--- src/rtl/fc_muldecomp_pkg.sv ---
// fc_muldecomp_pkg: shared types and helpers for the FC multiply-decomposition pipeline.
package fc_muldecomp_pkg;

    typedef enum logic {MD_UNIPOLAR, MD_BIPOLAR} md_mode_e;

    function automatic int fold_w(int fold);
        return (fold > 1) ? $clog2(fold) : 1;
    endfunction

endpackage

--- src/rtl/fc_muldecomp_stage.sv ---
// fc_muldecomp_stage: one pipeline register holding a beat's valid, products, enables and fold tag.
module fc_muldecomp_stage #(
    parameter int N  = 1,
    parameter int FW = 1
) (
    input  logic          clk,
    input  logic          rstn,
    input  logic          flush,
    input  logic          adv,
    input  logic          in_valid,
    input  logic [N-1:0]  in_fm,
    input  logic [N-1:0]  in_en,
    input  logic [FW-1:0] in_fold,
    input  logic          in_last,
    output logic          out_valid,
    output logic [N-1:0]  out_fm,
    output logic [N-1:0]  out_en,
    output logic [FW-1:0] out_fold,
    output logic          out_last
);

    logic load;

    // Payload only toggles for real beats; bubbles leave stale data behind valid=0.
    assign load = adv & in_valid & ~flush;

    always_ff @(posedge clk or negedge rstn) begin
        if (!rstn) begin
            out_valid <= 1'b0;
            out_fm    <= '0;
            out_en    <= '0;
            out_fold  <= '0;
            out_last  <= 1'b0;
        end else begin
            if (flush)
                out_valid <= 1'b0;
            else if (adv)
                out_valid <= in_valid;
            if (load) begin
                out_fm   <= in_fm;
                out_en   <= in_en;
                out_fold <= in_fold;
                out_last <= in_last;
            end
        end
    end

endmodule

--- src/rtl/fc_muldecomp_pipe.sv ---
// fc_muldecomp_pipe: forms per-synapse product/enable bits and carries them with a fold tag
// through PIPE valid/ready register stages.
module fc_muldecomp_pipe
    import fc_muldecomp_pkg::*;
#(
    parameter int IDIM = 1,
    parameter int FOLD = 1,
    parameter int ODIM = 1,
    parameter int PIPE = 1,
    parameter int MODE = 0,
    localparam int N  = ODIM / FOLD * IDIM,
    localparam int FW = fold_w(FOLD)
) (
    input  logic          clk,
    input  logic          rstn,
    input  logic          i_clr,
    input  logic          i_valid,
    output logic          i_ready,
    input  logic          iBit [IDIM-1:0],
    input  logic          wBit [N-1:0],
    output logic          o_valid,
    input  logic          o_ready,
    output logic          oFmbs [N-1:0],
    output logic          enable [N-1:0],
    output logic [FW-1:0] o_fold,
    output logic          o_last
);

    if (ODIM % FOLD != 0 || PIPE < 1 || MODE > 1) begin : g_bad_cfg
        $error("fc_muldecomp_pipe: bad parameters ODIM=%0d FOLD=%0d PIPE=%0d MODE=%0d",
               ODIM, FOLD, PIPE, MODE);
    end

    logic                    stall;
    logic                    adv;
    logic                    accept;
    logic                    last0;
    logic [FW-1:0]           fold_cnt;
    logic [PIPE:0]           v;
    logic [PIPE:0]           l;
    logic [PIPE:0][N-1:0]    f;
    logic [PIPE:0][N-1:0]    e;
    logic [PIPE:0][FW-1:0]   fd;

    assign stall  = o_valid & ~o_ready;
    assign adv    = ~stall;
    assign i_ready = ~stall & ~i_clr;
    assign accept = i_valid & i_ready;
    assign last0  = (fold_cnt == FW'(FOLD - 1));

    for (genvar k = 0; k < N; k++) begin : g_syn
        assign f[0][k]   = (MODE == int'(MD_BIPOLAR)) ? ~(iBit[k % IDIM] ^ wBit[k])
                                                      : (iBit[k % IDIM] & wBit[k]);
        assign e[0][k]   = iBit[k % IDIM];
        assign oFmbs[k]  = f[PIPE][k];
        assign enable[k] = e[PIPE][k];
    end

    always_ff @(posedge clk or negedge rstn) begin
        if (!rstn)
            fold_cnt <= '0;
        else if (i_clr)
            fold_cnt <= '0;
        else if (accept)
            fold_cnt <= last0 ? '0 : fold_cnt + 1'b1;
    end

    assign v[0]  = i_valid;
    assign fd[0] = fold_cnt;
    assign l[0]  = last0;

    for (genvar s = 0; s < PIPE; s++) begin : g_st
        fc_muldecomp_stage #(.N(N), .FW(FW)) u_stage (
            .clk      (clk),
            .rstn     (rstn),
            .flush    (i_clr),
            .adv      (adv),
            .in_valid (v[s]),
            .in_fm    (f[s]),
            .in_en    (e[s]),
            .in_fold  (fd[s]),
            .in_last  (l[s]),
            .out_valid(v[s+1]),
            .out_fm   (f[s+1]),
            .out_en   (e[s+1]),
            .out_fold (fd[s+1]),
            .out_last (l[s+1])
        );
    end

    assign o_valid = v[PIPE];
    assign o_fold  = fd[PIPE];
    // Gated so a stale last bit never shows on a bubble (FOLD==1 gives o_last == o_valid).
    assign o_last  = v[PIPE] & l[PIPE];

endmodule

--- config.mk ---
export PLATFORM = sky130hd
export DESIGN_NAME = fc_muldecomp_pipe
export DESIGN_NICKNAME = d
export VERILOG_FILES = /design/src/rtl/fc_muldecomp_pkg.sv /design/src/rtl/fc_muldecomp_stage.sv /design/src/rtl/fc_muldecomp_pipe.sv
export SDC_FILE = /design/constraint.sdc
export NUM_CORES = 1
export LEC_CHECK = 0
export CAP_MARGIN = 20
export CORE_AREA = 4 4 41 43
export DETAILED_ROUTE_END_ITERATION = 10
export DIE_AREA = 0 0 45 47
export DONT_BUFFER_PORTS = 1
export HOLD_SLACK_MARGIN = 0.03
export PLACE_DENSITY = 0.31
export SYNTH_ARGS = -nofsm -noshare
export SYNTH_HDL_FRONTEND = slang
export SYNTH_SLANG_ARGS = --single-unit
--- constraint.sdc ---
create_clock -name clk -period 1.9 [get_ports clk]
set_input_delay 0.19 -clock clk [delete_from_list [all_inputs] [get_ports clk]]
set_output_delay 0.19 -clock clk [all_outputs]
set_load 0.03 [all_outputs]
==> results.sh <==
export IMPL_grt_overflow=0
export IMPL_gp_congestion=0.6045
export IMPL_numPlacedInstances=31
export IMPL_dr_pass1_iters=2
export IMPL_tightest_slew_ps=551.7
export IMPL_synth_seq_cells=4
export IMPL_pwr_share_comb=0.129
export IMPL_clkSinkCount=4
export IMPL_cts_htree_levels=1
export IMPL_grt_use_met2=0.07062
export IMPL_power_density_nw_per_um2=997.6
export IMPL_p_clk_frac=0.412
export IMPL_grtUsageMet3=0.01149
export IMPL_place_hpwl_um=310.9
export IMPL_syn_area_um2=201.4
export IMPL_cts_inserted_buffers=3
export IMPL_grtUsageMet1=0.03425
export IMPL_required_ps=1710
export IMPL_ys_types=12
export IMPL_final_util=0.1962
export IMPL_fin_skew_ps=1.264
export IMPL_slew_headroom=0.6308
export IMPL_final_cell_mix="dfrtp_1 (4), nor2_1 (3), clkbuf_4 (3)"
export IMPL_cp_max_fo=3
export IMPL_rsz0062_at_grt="no"
export IMPL_grt_first_pass_wirelength_um=621
export IMPL_finalWirelength_um=395
export IMPL_core_area_um2=1301
export IMPL_report_final_slew_viol_count=0
export IMPL_antenna_found_initial=0
export IMPL_die_h_um=47
export IMPL_drc=0
export IMPL_holdCritPathClass="in2reg"
export IMPL_synthesis_nets=24
export IMPL_setup_violations=0
export IMPL_route_vias_total=117
export IMPL_rows=13
export IMPL_grt_total_usage=0.04826
export IMPL_cts_setup_buffers=0
export IMPL_portBuffers=0
export IMPL_cts_root_buf="clkbuf_4"
export IMPL_synthToLayoutAreaGrowth_pct=26.71
export IMPL_synth_area_per_cell_um2=11.85
export IMPL_total_power_w=0.0002546
export IMPL_max_stage_delay_ps=490
export IMPL_setup_worst_path_class="reg2out"
export IMPL_pwr_share_seq=0.459
export IMPL_fin_setup_tns_ps=0
export IMPL_busiest_layer="met4"
export IMPL_ys_seq_area_frac=0.4969
export IMPL_postSynthCellCount=17
export IMPL_via_per_inst=3.250
export IMPL_status="complete, no violations"
export IMPL_fp_dieArea_um2=2115
export IMPL_start_util=0.1548
export IMPL_fin_cells=36
export IMPL_wl_per_cell_um=10.97
export IMPL_maxCapViolations=0
export IMPL_hold_viol=0
export IMPL_period_minus_slack_ps=1531
export IMPL_ir_drop_v=0.0001311
export IMPL_io_pin_count=13
export IMPL_worstPathArrival_ps=1340
export IMPL_grt_pass1_vias=148
export IMPL_n_antenna_cell=0
export IMPL_cts_path_max_buffers=2
export IMPL_fillCellCount=145
export IMPL_drt_iter0_markers=1
export IMPL_nNetsFinal=30
export IMPL_clk_pin_slew_worst_paths_ps=40
export IMPL_synth_top_area_share=0.4969
export IMPL_synth_largest_area_cell="dfrtp_1"
export IMPL_crit_path_start_kind="flop"
export IMPL_p_sw_w=0.00007432
export IMPL_die_w_um=45
export IMPL_drt_antenna_violating_nets=0
export IMPL_synth_area_leaders="dfrtp_1 (50%), nor3b_4 (9.3%), mux2_4 (7.5%)"
export IMPL_max_freq_mhz=653.1
export IMPL_clock_latency_ps=230
export IMPL_r2r_setup_slack_ps=540
export IMPL_cp_slowest_cell="dfrtp_1"
export IMPL_ys_warn_count=0
export IMPL_drive_gt1_frac=0.3810
export IMPL_grt_max_degree=5
export IMPL_end_kind="primary output"
export IMPL_p_sw_frac=0.2918
export IMPL_p_leak_nw=0.1078
export IMPL_post_route_period_util=0.8059
export IMPL_layout_cells_most_common="dfrtp_1"
export IMPL_intPower_w=0.0001803
export IMPL_cts_tree="built"
export IMPL_cp_cell_sequence="nor2b_4, nor2_1"
-- power groups by stage --
stage	logic, W	registers [W]	clock network, W
detailed placement	0.0000284	0.000118	0
finish	0.0000329	0.000117	0.000105
global placement	0.0000288	0.000118	0
floorplan	0.0000283	0.000116	0
CTS	0.0000335	0.000117	0.000112
global route	0.0000361	0.000118	0.000119
-- layout make-up --
class                   instances  area (um2)  share of cell area
clock buffers                   3       22.52             0.08824
inverters                       1       3.754             0.01471
multi-input cells              11       90.09              0.3529
flip-flops and latches          4       100.1              0.3922
well taps                      15       18.77             0.07353
repair buffers                  2       20.02             0.07843
-- cells in the mapped netlist, drive strengths merged --
cell type and number:
dfrtp 4, nor2 3, and2 1, buf 1, conb 1, inv 1
mux2 1, mux2i 1, nand2 1, nor2b 1, nor3b 1, or2 1
-- state kept, by name, summed over array words and instances, names as in the netlist --
register / count
g_st.u_stage.out_fm: 1
g_st.u_stage.out_en: 1
g_st.u_stage.out_valid: 1
g_st.u_stage.out_last: 1
-- final timing paths --
| kind | startpoint | to | cells past startpoint |
|---|---|---|---|
| hold reg to reg | g_st[0].u_stage.out_last | g_st[0].u_stage.out_last | 1 |
| setup reg to reg | g_st[0].u_stage.out_valid | g_st[0].u_stage.out_en | 3 |
| setup / recovery | g_st[0].u_stage.out_valid | i_ready | 2 |
| max in group asynchronous | rstn | g_st[0].u_stage.out_en | 1 |
| hold / removal | i_valid | g_st[0].u_stage.out_valid | 2 |
| min in group asynchronous | rstn | g_st[0].u_stage.out_last | 1 |
-- worst max-delay path, delay by kind of cell (launching register included) --
kind             cells  cell delay, ps
AND/OR/NAND/NOR      2             620
flip-flops           1             490
-- per-layer routing --
metal	wire [um]	part of all wire
met5	0	0
met4	0	0
met3	21	0.053
met2	251	0.64
met1	123	0.31
-- per-stage QoR --
stage | worst slack (ps) | cell area [um2] | hold WS (ps)
CTS | 342.9 | 255.2 | 82.06
finish | 368.8 | 255.2 | 92.24
global route | 317.5 | 255.2 | 83.08
global placement | 528.4 | 212.7 | -105.5
floorplan | 592.4 | 201.4 | -105.6
detailed placement | 537.5 | 212.7 | -105.5
-- timing repair --
item / CTS / global route
hold buffers: 2 / 0
resized for setup: 0 / 0
hold endpoints to repair: 5 / 0
-- cells by family (layout without fill, tap and decap cells) --
logic type	after synthesis	after routing	synth area share
AND/OR/NAND/NOR	8	8	0.3044
flip-flops	4	4	0.4969
multiplexers	2	2	0.1242
buffers and inverters	2	6	0.05590
other	1	1	0.01862
(Power assumes the default switching activity.)
